`src/rtl/arm_core_pkg.sv`:
```
// Shared constants for the core's integer register file and its writeback path.
package arm_core_pkg;

  // Index 31 names SP or XZR depending on the instruction's qualifier.
  localparam logic [4:0] REG_SP_XZR = 5'd31;
  localparam int         XREG_W     = 5;
  localparam int         XLEN       = 64;
  localparam int         NUM_WB_REQ = 3;

endpackage

```
`src/rtl/regfile_wb_ctrl_rr_arbiter.sv`:
```
// Round-robin arbiter: grants the first requester at or after rr_ptr, cyclically.
module rr_arbiter #(
  parameter int NUM_REQ = 3
) (
  input  logic                       clk,
  input  logic                       rst_n,
  input  logic [NUM_REQ-1:0]         req,
  input  logic                       advance,
  output logic [NUM_REQ-1:0]         grant,
  output logic [$clog2(NUM_REQ)-1:0] grant_idx,
  output logic                       grant_any
);

  localparam int PTR_W = $clog2(NUM_REQ);

  logic [PTR_W-1:0] rr_ptr;
  logic [PTR_W-1:0] cand;

  function automatic logic [PTR_W-1:0] wrap_add(input logic [PTR_W-1:0] p, input int k);
    int s;
    s = int'(p) + k;
    if (s >= NUM_REQ) s = s - NUM_REQ;
    return PTR_W'(s);
  endfunction

  always_comb begin
    grant     = '0;
    grant_idx = '0;
    grant_any = 1'b0;
    cand      = '0;
    for (int k = 0; k < NUM_REQ; k++) begin
      cand = wrap_add(rr_ptr, k);
      if (!grant_any && req[cand]) begin
        grant_any   = 1'b1;
        grant_idx   = cand;
        grant[cand] = 1'b1;
      end
    end
  end

  // The winner becomes lowest priority; the pointer only moves on an accepted grant.
  always_ff @(posedge clk or negedge rst_n) begin
    if (!rst_n) begin
      rr_ptr <= '0;
    end else if (advance && grant_any) begin
      rr_ptr <= wrap_add(grant_idx, 1);
    end
  end

endmodule

```
`src/rtl/regfile_wb_ctrl.sv`:
```
// Writeback controller: arbitrates results onto reg_file's single write port and keeps a
// per-register busy scoreboard for decode's RAW-hazard stall.
module regfile_wb_ctrl
  import arm_core_pkg::*;
#(
  parameter int NUM_REQ = NUM_WB_REQ,
  parameter int DATA_W  = XLEN,
  parameter int ADDR_W  = XREG_W
) (
  input  logic                      clk,
  input  logic                      reset,
  input  logic [NUM_REQ-1:0]        req_valid,
  output logic [NUM_REQ-1:0]        req_ready,
  input  logic [NUM_REQ*ADDR_W-1:0] req_reg,
  input  logic [NUM_REQ*DATA_W-1:0] req_data,
  input  logic [NUM_REQ-1:0]        req_use_sp,
  output logic                      RegWrite,
  output logic [ADDR_W-1:0]         Write_register,
  output logic [DATA_W-1:0]         Write_d,
  input  logic                      iss_valid,
  input  logic [ADDR_W-1:0]         iss_reg,
  input  logic                      iss_use_sp,
  input  logic [ADDR_W-1:0]         qry_reg_1,
  input  logic [ADDR_W-1:0]         qry_reg_2,
  input  logic                      qry_sp_1,
  input  logic                      qry_sp_2,
  output logic                      qry_busy_1,
  output logic                      qry_busy_2,
  input  logic                      flush
);

  localparam int                PTR_W    = $clog2(NUM_REQ);
  localparam int                NUM_REGS = 1 << ADDR_W;
  localparam logic [ADDR_W-1:0] XZR_IDX  = ADDR_W'(REG_SP_XZR);

  // Handshake: a requester's result is taken in the cycle where req_valid[i] & req_ready[i].
  // req_ready is a one-hot (or zero) function of req_valid; requesters never wait on ready
  // before raising valid and hold reg/data/use_sp stable until the handshake.

  logic [NUM_REQ-1:0]  grant;
  logic [PTR_W-1:0]    grant_idx;
  logic                grant_any;
  logic                hs;
  logic [ADDR_W-1:0]   sel_reg;
  logic [DATA_W-1:0]   sel_data;
  logic                sel_sp;
  logic [NUM_REGS-1:0] busy;
  logic [NUM_REGS-1:0] busy_next;

  function automatic logic is_xzr(input logic [ADDR_W-1:0] r, input logic sp);
    return (r == XZR_IDX) && !sp;
  endfunction

  rr_arbiter #(
    .NUM_REQ(NUM_REQ)
  ) u_arb (
    .clk      (clk),
    .rst_n    (reset),
    .req      (req_valid),
    .advance  (hs),
    .grant    (grant),
    .grant_idx(grant_idx),
    .grant_any(grant_any)
  );

  assign req_ready = reset ? grant : '0;
  assign hs        = grant_any & reset;
  assign sel_reg   = req_reg[int'(grant_idx)*ADDR_W +: ADDR_W];
  assign sel_data  = req_data[int'(grant_idx)*DATA_W +: DATA_W];
  assign sel_sp    = req_use_sp[grant_idx];

  // XZR results are accepted and discarded; index/data keep their last committed values.
  always_ff @(posedge clk or negedge reset) begin
    if (!reset) begin
      RegWrite       <= 1'b0;
      Write_register <= '0;
      Write_d        <= '0;
    end else if (hs && !is_xzr(sel_reg, sel_sp)) begin
      RegWrite       <= 1'b1;
      Write_register <= sel_reg;
      Write_d        <= sel_data;
    end else begin
      RegWrite       <= 1'b0;
    end
  end

  // Clear for the committing write first so a same-edge issue (younger producer) wins.
  always_comb begin
    busy_next = busy;
    if (RegWrite) busy_next[Write_register] = 1'b0;
    if (flush) begin
      busy_next = '0;
    end else if (iss_valid && !is_xzr(iss_reg, iss_use_sp)) begin
      busy_next[iss_reg] = 1'b1;
    end
  end

  always_ff @(posedge clk or negedge reset) begin
    if (!reset) begin
      busy <= '0;
    end else begin
      busy <= busy_next;
    end
  end

  assign qry_busy_1 = busy[qry_reg_1] & ~is_xzr(qry_reg_1, qry_sp_1);
  assign qry_busy_2 = busy[qry_reg_2] & ~is_xzr(qry_reg_2, qry_sp_2);

endmodule

```
`config.mk`:
```
export PLATFORM = sky130hd
export DESIGN_NAME = regfile_wb_ctrl
export DESIGN_NICKNAME = d
export VERILOG_FILES = /design/src/rtl/arm_core_pkg.sv /design/src/rtl/regfile_wb_ctrl_rr_arbiter.sv /design/src/rtl/regfile_wb_ctrl.sv
export SDC_FILE = /design/constraint.sdc
export NUM_CORES = 1
export LEC_CHECK = 0
export ABC_AREA = 0
export CORE_ASPECT_RATIO = 1.5
export CORE_UTILIZATION = 45
export DETAILED_ROUTE_END_ITERATION = 8
export GPL_ROUTABILITY_DRIVEN = 0
export HOLD_SLACK_MARGIN = 0.12
export PLACE_DENSITY = 0.87
export SYNTH_ARGS = -nofsm -noshare
export SYNTH_HDL_FRONTEND = slang
export SYNTH_SLANG_ARGS = --single-unit
```
`constraint.sdc`:
```
create_clock -name clk -period 8.4 [get_ports clk]
set_input_delay 2.1 -clock clk [delete_from_list [all_inputs] [get_ports clk]]
set_output_delay 2.1 -clock clk [all_outputs]
set_load 0.005 [all_outputs]
```
## After elaboration in Yosys (flattened, before gate mapping)

Cells that the tools add are included.

| operators by class | value |
|---|---|
| multiplexer cells | 40 |
| add/sub/neg operators | 7 |
| bitwise operators | 10 |
| equal/unequal tests | 4 |
| reductions and logical operators | 22 |
| order comparisons | 17 |
| $mul | 1 |
| div/mod/pow operators | 0 |
| shift operators | 2 |

Operator list:

| operator | number |
|---|---|
| indexed part select 192 x 9 -> 64 bit | 1 |
| 2-to-1 mux 32 bit | 3 |
| AND 32 bit | 1 |
| inverter 32 bit | 1 |
| bitwise OR 32 bit | 1 |
| less-than comparator 5 x 6 -> 1 bit (second input constant) | 4 |
| equality test 5 bit (second input constant) | 4 |
| 2-to-1 mux 1 bit | 15 |
| indexed part select 15 x 6 -> 5 bit | 1 |
| logical AND 1 bit | 14 |
| 2-to-1 mux 2 bit | 7 |
| less-than comparator 2 x 3 -> 1 bit (second input constant) | 4 |
| 2-to-1 mux 3 bit | 4 |
| binary-select mux 1 bit (select 5 bit) | 2 |
| demux 1 bit (select 5 bit) | 2 |
| greater-or-equal comparator 5 x 1 -> 1 bit (second input constant) | 2 |
| greater-or-equal comparator 3 x 2 -> 1 bit (second input constant) | 3 |
| binary-select mux 1 bit (select 2 bit) | 4 |
| zero test 1 bit | 8 |
| adder 2 x 1 -> 3 bit (second input constant) | 2 |
| demux 1 bit (select 2 bit) | 3 |
| greater-or-equal comparator 2 x 1 -> 1 bit (second input constant) | 3 |
| bitwise OR 3 bit | 2 |
| subtractor 2 x 1 -> 2 bit (second input constant) | 3 |
| 6 further kinds | 9 |

| word-level totals | value |
|---|---|
| word-level logic and storage cells | 108 |
| memories | 0 |
| input port bits | 235 |
| output and inout port bits | 75 |
| memory bits (writable) | 0 |
| memory bits (read-only) | 0 |
| latch bits | 0 |
| register bits | 104 |

## Depth between registers and ports, before layout

Gate-level depths: netlist (run 1).

| logic depth | value |
|---|---|
| depth after elaboration | 18 |
| gate-level depth with buffers | 13 |
| mapped depth without buffers | 11 |

## Hierarchy

From an unflattened synthesis (run 1), not the netlist that was laid out.

| second synthesis, totals | value |
|---|---|
| cell total of the unflattened synthesis | 643 |
| area, all modules | 6540.0 sq um |

By module, submodules not included:

| module | cells an instance | area each (sq um) | sequential area each (sq um) | times used |
|---|---|---|---|---|
| regfile_wb_ctrl | 588 | 6108.4 | 2552.4 | 1 |
| rr_arbiter | 55 | 431.7 | 50.0 | 1 |

## Worst setup path after synthesis (run 1)

No wires, ideal clock.

| path | value |
|---|---|
| kind | in2out |
| start | input port qry_reg_1[0] |
| end | output port qry_busy_1 |
| path buffers | 1 |
| setup slack | 2.502 ns |
| stages | 4 |
| arrival time | 3.798 ns |
| data required time | 6.300 ns |
| cell sequence | clkbuf_1 > mux4_2 > mux4_2 > mux2_2 |

| between the ends | value |
|---|---|
| longest elaborated chain between the ends | 4 |

RTL lines:

| what | RTL line | text |
|---|---|---|
| from (decl) | regfile_wb_ctrl.sv:23 | `input logic [ADDR_W-1:0] qry_reg_1,` |
| parallel branches: the longest is 3 deep, another holds binary-select mux 1 bit (select 5 bit) | - |  |
| AND 1 bit (*) | regfile_wb_ctrl.sv:106 | `assign qry_busy_1 = busy[qry_reg_1] & ~is_xzr(qry_reg_1, qry_sp_1);` |
| to (decl) | regfile_wb_ctrl.sv:27 | `output logic qry_busy_1,` |

Mark *: on every way between the ends. The select of a mux whose other input is x is not followed.

## Worst setup path in the final report (run 1)

| path | value |
|---|---|
| start | input port qry_reg_2[0] |
| end | output port qry_busy_2 |

| between the ends | value |
|---|---|
| longest elaborated chain between the ends | 4 |

RTL lines:

| what | RTL line | text |
|---|---|---|
| from (decl) | regfile_wb_ctrl.sv:24 | `input logic [ADDR_W-1:0] qry_reg_2,` |
| parallel branches: the longest is 3 deep, another holds binary-select mux 1 bit (select 5 bit) | - |  |
| AND 1 bit (*) | regfile_wb_ctrl.sv:107 | `assign qry_busy_2 = busy[qry_reg_2] & ~is_xzr(qry_reg_2, qry_sp_2);` |
| to (decl) | regfile_wb_ctrl.sv:28 | `output logic qry_busy_2,` |

Marks and branches as above.

==> results of run 1 <==
==> state kept, by name, indices dropped and copies added, names as in the netlist <==
register / flops
RegWrite: 1
Write_d: 64
Write_register: 5
busy: 32
u_arb.rr_ptr: 2
==> how the worst min path moves through the flow <==
stage / start / end / slack [ns] / depth (start not counted)
after global placement: Write_d[44] / Write_d[44] / 0.47 / 1
after detailed placement: Write_d[23] / Write_d[23] / 0.47 / 1
after global routing: Write_d[3] / Write_d[3] / 0.51 / 1
after floorplan: Write_d[0] / Write_d[0] / 0.48 / 1
final: Write_d[54] / Write_d[54] / 0.49 / 1
after CTS: Write_d[56] / Write_d[56] / 0.49 / 1
==> synthesized netlist by cell type (2+ instances only) <==
master | n | area share
sky130_fd_sc_hd__nand2_1 | 113 | 0.065
sky130_fd_sc_hd__dfrtp_1 | 104 | 0.40
sky130_fd_sc_hd__o21ai_0 | 104 | 0.079
sky130_fd_sc_hd__mux2i_1 | 67 | 0.10
sky130_fd_sc_hd__mux2_1 | 60 | 0.10
sky130_fd_sc_hd__a21oi_1 | 34 | 0.026
sky130_fd_sc_hd__clkbuf_1 | 24 | 0.014
sky130_fd_sc_hd__mux4_2 | 20 | 0.069
sky130_fd_sc_hd__nand3_1 | 8 | 0.0061
sky130_fd_sc_hd__buf_2 | 7 | 0.0053
sky130_fd_sc_hd__nor2_1 | 7 | 0.0040
sky130_fd_sc_hd__buf_6 | 6 | 0.010
sky130_fd_sc_hd__nand3b_1 | 6 | 0.0069
sky130_fd_sc_hd__nor2b_1 | 6 | 0.0057
sky130_fd_sc_hd__a21o_1 | 5 | 0.0057
sky130_fd_sc_hd__ha_1 | 5 | 0.0096
sky130_fd_sc_hd__inv_1 | 5 | 0.0029
sky130_fd_sc_hd__o22a_1 | 5 | 0.0067
sky130_fd_sc_hd__and3b_1 | 4 | 0.0053
sky130_fd_sc_hd__buf_1 | 4 | 0.0023
sky130_fd_sc_hd__mux2_2 | 4 | 0.0069
sky130_fd_sc_hd__mux2_4 | 4 | 0.0092
sky130_fd_sc_hd__nor3b_1 | 4 | 0.0046
sky130_fd_sc_hd__a22oi_2 | 2 | 0.0038
sky130_fd_sc_hd__and2_1 | 2 | 0.0019
sky130_fd_sc_hd__and3_1 | 2 | 0.0019
sky130_fd_sc_hd__buf_4 | 2 | 0.0023
sky130_fd_sc_hd__o21ai_1 | 2 | 0.0015
sky130_fd_sc_hd__or3b_2 | 2 | 0.0027
==> power groups by stage <==
stage / Combinational, mW / Clock [mW] / Sequential [mW]
final: 1.88 / 0.396 / 0.812
after detailed placement: 1.89 / 0 / 0.817
after CTS: 1.90 / 0.405 / 0.812
after floorplan: 1.14 / 0 / 0.798
after global placement: 1.85 / 0 / 0.808
after global routing: 2.05 / 0.425 / 0.833
==> area by class of cell <==
class | instances | area share
Antenna cell | 1 | 0.000250
Clock buffer | 9 | 0.0225
Clock inverter | 7 | 0.00538
Inverter | 6 | 0.00225
Multi-Input combinational cell | 491 | 0.371
Sequential cell | 104 | 0.260
Tap cell | 192 | 0.0240
Timing Repair Buffer | 315 | 0.314
==> layer usage <==
metal  routed length (microns)  vias up
li1                          -     2901
met1                      7820     3002
met2                     11500      313
met3                      1730       57
met4                       714        2
met5                        12        -
==> worst register-to-register path: cells and delay by family (launching register included) <==
kind	cells	cell delay [ns]
and+or+nand+nor	1	0.27
adders and majority gates	1	0.51
buffers and inverters	3	1.33
muxes	1	0.50
AOI/OAI and AO/OA	4	0.92
DFF	1	0.39
==> metrics by stage <==
step           hold WS (ns)  utilization  setup WS, ns  instances  power (mW)
5_1_grt               0.507        0.707          1.50       1124        3.31
2_1_floorplan         0.483            -          2.50        644        1.94
3_5_place_dp          0.474        0.687          1.58       1108        2.71
3_3_place_gp          0.466        0.687          1.65       1108        2.66
6_report              0.485        0.707          1.60       1125        3.09
4_1_cts               0.492        0.707          1.57       1124        3.12
==> cells by family after synthesis <==
family / count (synthesis) / synth area share
compound gates: 168 / 0.151
fa+ha+maj: 5 / 0.00955
buf+inv: 49 / 0.0374
flops: 104 / 0.397
mux: 156 / 0.292
simple gates: 162 / 0.113
==> reports/summary.log, run 1 <==
INFO  logic_synthesis synth.ff_latch_count=104
INFO  global_routing maximum_number_of_pins_on_one_net_before_global_route_repair=71
INFO  clock_network  cts_setup_buffers=0
INFO  die            num_io_pins=310
INFO  timing         finClkSkew=0.00888ns
INFO  critical_path  crit_buf_inv=2
INFO  critical_path  timing.critical_path.depth=5
INFO  timing         setup-tns-final=0ns
INFO  clock_network  clkTransAtPathRegs=0.07ns
INFO  die            floorplan.initialDensity=0.464
INFO  power_and_ir_drop clockPowerShare=0.128
INFO  critical_path  reg2reg_depth=10
INFO  timing         slew_violations=0
INFO  final_layout   finalNetCount=1167
INFO  logic_synthesis synth_cell_types=55
INFO  placed_design  postPlaceCellArea=0.00971sqmm
INFO  global_routing global_route.usage.total=0.297
INFO  critical_path  critical_path.top_delay_family=multiplexers
INFO  power_and_ir_drop pwr-share-comb=0.609
INFO  die            die_area=0.0151sqmm
INFO  final_layout   area_overhead_of_the_layout_relative_to_synthesis=52.6%
INFO  clock_network  ctsResizeCount=0
INFO  min_path       min-delay-path-class=reg -> reg
INFO  placed_design  buffer_ports.inserted=309
INFO  critical_path  path_class=in -> out
INFO  clock_network  cts.sink_count=104
INFO  critical_path  cell_by_cell_listing_of_the_critical_path=clkdlybuf4s50_1 > mux4_2 > mux4_2 > mux2_2 > clkdlybuf4s50_1
INFO  clock_network  cts_hold_buf=0
INFO  critical_path  crit_path_end=qry_busy_2
INFO  clock_network  cts.path.max_buffers=2
INFO  final_layout   most_common_cell_after_layout_fill_and_taps_aside=sky130_fd_sc_hd__clkdlybuf4s50_1
INFO  final_layout   multi_input_comb_area=0.00371sqmm
INFO  timing         rsz0062_at_grt=false
INFO  critical_path  worst-r2r-setup-slack=4.37ns
INFO  final_layout   postLayoutCellArea=0.00999sqmm
INFO  job            drv.max_cap_violation_count=0
INFO  global_routing global_route.overflow_total=0
INFO  clock_network  ctsHtreeMaxLevel=3
INFO  final_layout   layout.area.seq=0.00260sqmm
INFO  die            floorplan.die.width=101microns
INFO  critical_path  setup.worst_path.start=qry_reg_2[0]
INFO  outcome        result_of_the_run=finished, final reports clean
INFO  power_and_ir_drop ir_drop=276uV
INFO  global_routing groute.layer.met3.usage=0.0743
INFO  final_layout   final_cell_mix=308 x sky130_fd_sc_hd__clkdlybuf4s50_1, 112 x sky130_fd_sc_hd__nand2_1, 104 x sky130_fd_sc_hd__dfrtp_1, 104 x sky130_fd_sc_hd__o21ai_0, 67 x sky130_fd_sc_hd__mux2i_1
INFO  logic_synthesis dominantRegCellSynth=sky130_fd_sc_hd__dfrtp_1
INFO  logic_synthesis yosysSeqAreaShare=0.397
INFO  timing         maximum_achievable_frequency=0.147GHz
INFO  critical_path  timing.critical_path.slowest_cell_delay=0.80ns
INFO  global_routing gr-max-usage-layer=met2
INFO  power_and_ir_drop switching_share=0.402
INFO  global_routing grt_antenna_before_repair=2
INFO  power_and_ir_drop p_seq_frac=0.263
INFO  placed_design  final_hpwl_dp=16600microns
INFO  detailed_routing drt_iter0_markers=240
INFO  detailed_routing detail_route.drc_violations=0
INFO  die            placeableCoreArea=0.0141sqmm
INFO  die            placementRows=53
INFO  global_routing number_of_global_route_vias_before_repair=6669
INFO  detailed_routing avg_vias_per_cell=5.58
INFO  timing         final_setup_vio_count=0
INFO  timing         fin_crit=6.80ns
INFO  final_layout   share_of_final_layout_standard_cells_stronger_than_drive_strength_1=0.0697
INFO  timing         timing.final.hold_violations=0
INFO  final_layout   number_of_filler_cells_placed_in_the_layout=1060
INFO  timing         maxSlewHeadroom=0.229
INFO  detailed_routing wirelength=21700microns
INFO  clock_network  cts_tree=yes
INFO  detailed_routing drtAntennaViolNets=0
INFO  detailed_routing avgRoutedWirePerCell=19.3microns
INFO  logic_synthesis asyncSetResetFlopFracSynth=1.00
INFO  logic_synthesis synthesis.area=0.00655sqmm
INFO  die            die_extent_in_y=150microns
INFO  clock_network  numCtsBuffers=9
INFO  critical_path  regToRegEndpoint=Write_d[58]
INFO  critical_path  start_kind=input port
INFO  logic_synthesis count_of_flip_flops_with_a_built_in_enable_after_synthesis=0
INFO  critical_path  cpMaxStageDelayCell=sky130_fd_sc_hd__clkdlybuf4s50_1
INFO  logic_synthesis synthesis.yosys.warnings=0
INFO  global_routing grtUsageMet2=0.535
INFO  detailed_routing num_vias=6275
INFO  power_and_ir_drop power.leakage=4.15nW
INFO  timing         final.period_utilization=0.809
INFO  critical_path  rr_startpoint=u_arb.rr_ptr[0]
INFO  logic_synthesis syn_avg_cell_area=10.2squm
INFO  critical_path  worstSetupEndpointType=primary output
INFO  clock_network  insertion_delay=0.34ns
INFO  power_and_ir_drop switchingPower=1.24mW
INFO  critical_path  critical_path.max_fanout=8
INFO  power_and_ir_drop powerDensity=310mW/mm^2
INFO  logic_synthesis netlist_instances=644
INFO  detailed_routing drt_pre_antenna_iters=8
INFO  timing         worst_slew_pin_slew=1.15ns
INFO  power_and_ir_drop internal_power=1.85mW
INFO  critical_path  worstPathRequired=6.30ns
INFO  global_routing grt_first_pass_wirelength=34200microns
INFO  logic_synthesis number_of_nets_produced_by_synthesis=884
INFO  critical_path  worst-endpoint-arrival=4.70ns
INFO  clock_network  cts-root-buf=sky130_fd_sc_hd__clkbuf_16
INFO  global_routing met1_usage=0.335
(Power assumes the default switching activity.)
==> run 2: changes to the inputs <==
--- a/config.mk
+++ b/config.mk
@@ -7,11 +7,11 @@
 export LEC_CHECK = 0
 export ABC_AREA = 0
 export CORE_ASPECT_RATIO = 1.5
-export CORE_UTILIZATION = 45
+export CORE_UTILIZATION = 42
 export DETAILED_ROUTE_END_ITERATION = 8
 export GPL_ROUTABILITY_DRIVEN = 0
 export HOLD_SLACK_MARGIN = 0.12
-export PLACE_DENSITY = 0.87
+export PLACE_DENSITY = 0.82
 export SYNTH_ARGS = -nofsm -noshare
 export SYNTH_HDL_FRONTEND = slang
 export SYNTH_SLANG_ARGS = --single-unit
==> constraint.sdc (replaced) <==
create_clock -name clk -period 6.65 [get_ports clk]
set_input_delay 1.6625 -clock clk [delete_from_list [all_inputs] [get_ports clk]]
set_output_delay 1.6625 -clock clk [all_outputs]
set_load 0.005 [all_outputs]
==> run 2 against run 1 <==
Effect of this change: cell count rose by 0.89%; die area grew 7.0%; total power rose by 27%; non-clock buffer count rose by 2; core utilization decreased by 4.5 points; combinational power is 27% higher; via count shrank 4.0%; sequential cell count unchanged; highest routed layer unchanged.
==> reports/summary.log, run 2 (synthesized netlist as in run 1, its figures left out) <==
INFO  outcome        result_of_the_run=finished, final reports clean
INFO  clock_network  cts-root-buf=sky130_fd_sc_hd__clkbuf_16
INFO  detailed_routing detail_route.drc_violations=0 [unchanged]
INFO  clock_network  insertion_delay=0.34ns [about the same]
INFO  detailed_routing avg_vias_per_cell=5.31 [-4.8%]
INFO  final_layout   most_common_cell_after_layout_fill_and_taps_aside=sky130_fd_sc_hd__clkdlybuf4s50_1
INFO  final_layout   largest_register_ff_count=64 [unchanged]
INFO  timing         finClkSkew=0.00812ns [-0.000760 ns]
INFO  placed_design  buffer_ports.inserted=309 [unchanged]
INFO  die            die_extent_in_y=155microns [+3.5%]
INFO  clock_network  cts_hold_buf=0 [unchanged]
INFO  detailed_routing drt_iter0_markers=231 [-3.8%]
INFO  detailed_routing num_vias=6025 [-4.0%]
INFO  detailed_routing drt_pre_antenna_iters=5 [-3]
INFO  job            drv.max_cap_violation_count=0 [unchanged]
INFO  global_routing grt_antenna_before_repair=3 [+1]
INFO  clock_network  cts.sink_count=104 [unchanged]
INFO  final_layout   layout_top_registers=Write_d (64), busy (32), Write_register (5)
INFO  timing         maxSlewHeadroom=0.204 [-0.0247]
INFO  power_and_ir_drop power.leakage=4.15nW [+0.13%]
INFO  global_routing number_of_global_route_vias_before_repair=6198 [-7.1%]
INFO  clock_network  cts_tree=yes
INFO  power_and_ir_drop post-layout-total-power=3.93mW [+27%]
INFO  timing         maximum_achievable_frequency=0.169GHz
INFO  clock_network  numCtsBuffers=9 [unchanged]
INFO  critical_path  critical_path.top_delay_family=multiplexers
INFO  clock_network  cts_setup_buffers=0 [unchanged]
INFO  final_layout   layout.area.seq=0.00260sqmm [unchanged]
INFO  critical_path  critical_path.max_fanout=8 [unchanged]
INFO  critical_path  worst-endpoint-arrival=4.25ns [-0.45 ns]
INFO  detailed_routing drtAntennaViolNets=0 [unchanged]
INFO  timing         rsz0062_at_grt=false
INFO  final_layout   multi_input_comb_area=0.00371sqmm [unchanged]
INFO  die            floorplan.die.width=104microns [+3.4%]
INFO  timing         worst_slew_pin_slew=1.19ns [+0.0370 ns]
INFO  clock_network  ctsHtreeMaxLevel=3 [unchanged]
INFO  timing         final_setup_vio_count=0 [unchanged]
INFO  clock_network  clkTransAtPathRegs=0.08ns [about the same]
INFO  placed_design  final_hpwl_dp=16600microns [-0.12%]
INFO  detailed_routing wirelength=21300microns [-1.9%]
INFO  timing         final.period_utilization=0.889
INFO  clock_network  cts.path.max_buffers=2 [unchanged]
INFO  timing         slew_violations=0 [unchanged]
INFO  critical_path  cpMaxStageDelayCell=sky130_fd_sc_hd__clkdlybuf4s50_1
INFO  clock_network  ctsResizeCount=0 [unchanged]
INFO  die            placementRows=55 [+3.8%]
INFO  critical_path  worstPathRequired=4.99ns [-1.31 ns]
INFO  final_layout   final_cell_mix=308 x sky130_fd_sc_hd__clkdlybuf4s50_1, 112 x sky130_fd_sc_hd__nand2_1, 104 x sky130_fd_sc_hd__dfrtp_1, 104 x sky130_fd_sc_hd__o21ai_0, 67 x sky130_fd_sc_hd__mux2i_1
INFO  global_routing global_route.overflow_total=0 [unchanged]
INFO  detailed_routing avgRoutedWirePerCell=18.8microns [-2.8%]
INFO  die            placeableCoreArea=0.0151sqmm [+7.2%]
INFO  die            floorplan.initialDensity=0.433 [-0.0311]
INFO  critical_path  worstSetupEndpointType=primary output
INFO  global_routing global_route.usage.total=0.266 [-0.0310]
INFO  global_routing maximum_number_of_pins_on_one_net_before_global_route_repair=64 [-9.9%]
INFO  final_layout   share_of_final_layout_standard_cells_stronger_than_drive_strength_1=0.0717 [+0.00199]
INFO  die            num_io_pins=310 [unchanged]
INFO  die            die_area=0.0161sqmm [+7.0%]
INFO  final_layout   finalNetCount=1169 [+0.17%]
INFO  critical_path  cell_by_cell_listing_of_the_critical_path=clkdlybuf4s50_1 > mux4_2 > mux4_2 > mux2_2 > clkdlybuf4s50_1
INFO  critical_path  path_class=in -> out
INFO  critical_path  timing.critical_path.slowest_cell_delay=0.81ns [about the same]
INFO  final_layout   number_of_filler_cells_placed_in_the_layout=1216 [+15%]
INFO  global_routing grt_first_pass_wirelength=33300microns [-2.7%]
INFO  final_layout   top_reg_by_flops=Write_d
INFO  min_path       min-delay-path-class=reg -> reg
INFO  power_and_ir_drop powerDensity=392mW/mm^2 [+27%]
INFO  critical_path  crit_buf_inv=2 [unchanged]
INFO  timing         setup-tns-final=0ns [unchanged]
INFO  critical_path  start_kind=input port
INFO  timing         timing.final.hold_violations=0 [unchanged]
INFO  final_layout   area_overhead_of_the_layout_relative_to_synthesis=53.1%
INFO  timing         fin_crit=5.91ns
INFO  power_and_ir_drop ir_drop=233uV [-16%]
-- run 2: final cells by class --
class	count	share of cell area
multi-input combinational	491	0.370
sequential	104	0.260
clock inverter	6	0.00499
antenna	2	0.000499
tap	199	0.0248
clock buffer	10	0.0238
timing repair buffer	317	0.314
inverter	6	0.00225
-- run 2: final timing paths --
path                            startpoint  cells after the start           to  slack, ns
setup reg to reg           u_arb.rr_ptr[0]                     10  Write_d[10]       2.85
hold / removal                 Write_d[44]                      1  Write_d[44]       0.49
max in group asynchronous            reset                      2     busy[10]       4.08
hold reg to reg                Write_d[44]                      1  Write_d[44]       0.49
min in group asynchronous            reset                      1  Write_d[42]       1.34
setup / recovery              qry_reg_2[0]                      5   qry_busy_2       0.74
-- run 2: metal layers --
layer	GRT usage	wire, microns	vias to the layer above
met2	0.482	11500	242
met3	0.0679	1480	32
met5	0	13	-
li1	-	-	2902
met1	0.301	7810	2847
met4	0.0952	479	2
-- run 2: stage by stage --
step           instances  cell area, sq um  hold WS (ns)   util  setup WS [ns]
6_report            1135             10000         0.486  0.662          0.736
5_1_grt             1135             10000         0.507  0.662          0.636
4_1_cts             1133             10000         0.491  0.662          0.703
3_5_place_dp        1117              9730         0.474  0.643          0.706
3_3_place_gp        1117              9730         0.466  0.643          0.757
2_1_floorplan        644              6550         0.483      -           1.63
-- run 2: where the power goes --
| part | internal (mW) | switching [mW] |
|---|---|---|
| Combinational | 1.21 | 1.18 |
| Clock | 0.269 | 0.247 |
| Sequential | 0.871 | 0.149 |
| Total | 2.35 | 1.58 |
==> edit (settings of run 2) <==
Set the package constant `NUM_WB_REQ` to 2 (it was 3).
--- a/src/rtl/arm_core_pkg.sv
+++ b/src/rtl/arm_core_pkg.sv
@@ -6,5 +6,5 @@
   localparam int         XREG_W     = 5;
   localparam int         XLEN       = 64;
-  localparam int         NUM_WB_REQ = 3;
+  localparam int         NUM_WB_REQ = 2;
 
 endpackage
Interface: changed (5 resized); port bits go from 310 to 238. No check against the original RTL was run, so the function may have changed too.
==> edit against run 2 <==
- die area decreased by 13%
- critical endpoint unchanged
- worst setup slack improved by 350 ps
- wire length shrank 21%
- cell area decreased by 16%
- global-route usage fell by 2.7 points
- non-clock buffer count fell by 75
- critical path depth increased by 1
- worst hold slack better by 21 ps
- synthesized area down 13%
- sequential share of layout area rose by 4.6 points
- sequential cell count fell by 1
- critical path type unchanged
Power is not compared: it rests on default switching activity, and its combinational part moved more than twofold at a synthesized area within 25%.
==> edit: results (changes against run 2) <==
[route]
vias_per_cell = 5.613  ; was 5.308
wire_per_inst_microns = 19.63  ; was 18.79 microns
drtIter0Drc = 168  ; was 231
drtPass1Iterations = 5  ; unchanged

[cts]
cts_made_buffers = 9  ; unchanged
cts_root_buf = clkbuf_16  ; unchanged
clk_pin_slew_ps = 70
cts_resized = 0  ; unchanged
cts_setup_buffers = 0  ; unchanged
clk_latency_ps = 330
clockBufferDepth = 2  ; unchanged

[worst_setup_path]
crit_start = qry_reg_2[0]  ; unchanged
r2r-start = u_arb.rr_ptr  ; was u_arb.rr_ptr[0]
max_stage_delay_ps = 750  ; was 810 ps
endpoint = qry_busy_2  ; unchanged
cp_top_family = buffers and inverters  ; was multiplexers
cp.arrival_ps = 3900  ; was 4250 ps
reg2reg_depth = 5  ; was 10
rr_endpoint = Write_d[33]  ; was Write_d[10]
crit_fanout = 7  ; was 8
r2r_slack_ps = 4040  ; was 2850 ps

[pwr]
p_seq_uw = 758
power.switching_uw = 460.3
p_comb_uw = 519
leakage_uw = 0.003414
power.internal_uw = 1317
vdd_drop_max_uv = 115.9

[placement]
port_buffers = 237  ; was 309
place_inst = 840  ; was 1,117
dpl_worst_slack_ps = 1070  ; was 706.1 ps
dpl_cell_area_sq_um = 8150  ; was 9734 sq um
hpwl_mm = 13.01  ; was 16.57 mm

[layout]
layoutNonFillerInstCount = 855  ; was 1,135
drive_gt1_share_pct = 23.99  ; was 7.173%
diodes = 0  ; was 2
largestRegisters = Write_d (64), busy (32), Write_register (5)  ; unchanged

[sta]
clock_skew_ps = 6.758  ; was 8.123 ps
hold_ws_ps = 507.0  ; was 485.7 ps
finalWorstSetupSlack_ps = 1089  ; was 736.5 ps
slew_headroom_pct = 13.97  ; was 20.40%
setup-violations-final = 0  ; unchanged

[min_path]
hold_depth = 1  ; unchanged
min_to = Write_d[62]  ; was Write_d[44]
hp-class = flop to flop  ; unchanged
min_from = Write_d[62]  ; was Write_d[44]

[global_route]
grt_pass1_vias = 5214  ; was 6,198
globalRouteOverflowTotal = 0  ; unchanged
grt_pass1_wl_mm = 26.18  ; was 33.27 mm
grt_antenna_before_repair = 0  ; was 3
grt_max_degree = 52  ; was 64
grt_use_total_pct = 23.86  ; was 26.61%

[synth]
ys_seq_area_share_pct = 45.14  ; was 39.73%
avgSynthCellArea_sq_um = 12.25  ; was 10.17 sq um
async_reset_ff_share_pct = 100.0  ; unchanged
synth_nets = 630  ; was 884
ys_top_cells_by_area = dfrtp_1 45%, mux2_2 21%, mux2_4 5.8%  ; was dfrtp_1 40%, mux2_1 10%, mux2i_1 10%
yosys-top-cells-count = 106 x mux2_2, 103 x dfrtp_1, 40 x nand2_1  ; was 113 x nand2_1, 104 x dfrtp_1, 104 x o21ai_0
ys_types = 43  ; was 55
yosys_warnings = 0  ; unchanged

[outcome]
status = complete, no violations  ; unchanged

==> edit: cell count changes after synthesis, sizes merged, moves of 7 or more <==
cell / run 2 / this run
nand2: 113 / 41
mux2i: 68 / 20
mux4: 20 / 10
buf: 19 / 12
mux2: 68 / 128
o21ai: 107 / 34
clkbuf: 24 / 15
==> edit: final cells by class <==
class | count | area (sq um)
well taps | 159 | 198.9
fillers | 1011 | 4716
clock buffers | 10 | 239.0
clock inverters | 5 | 40.04
multi-input cells | 333 | 2955
repair buffers | 242 | 2407
inverters | 3 | 11.26
flip-flops and latches | 103 | 2577
==> edit: layer usage <==
metal	GRT usage, %	wire length, microns
met1	25.18	5790
met2	45.81	9168
met3	5.379	1336
met4	9.348	491
met5	0	0
==> edit: cells by family (layout without fill, tap and decap cells) <==
kind of cell    Yosys count  in the layout  share of synthesized area, %
compound gates           84             84                         8.699
buf+inv                  30            260                         3.111
flops                   103            103                         45.14
mux                     158            158                         34.14
simple gates             91             91                         8.918
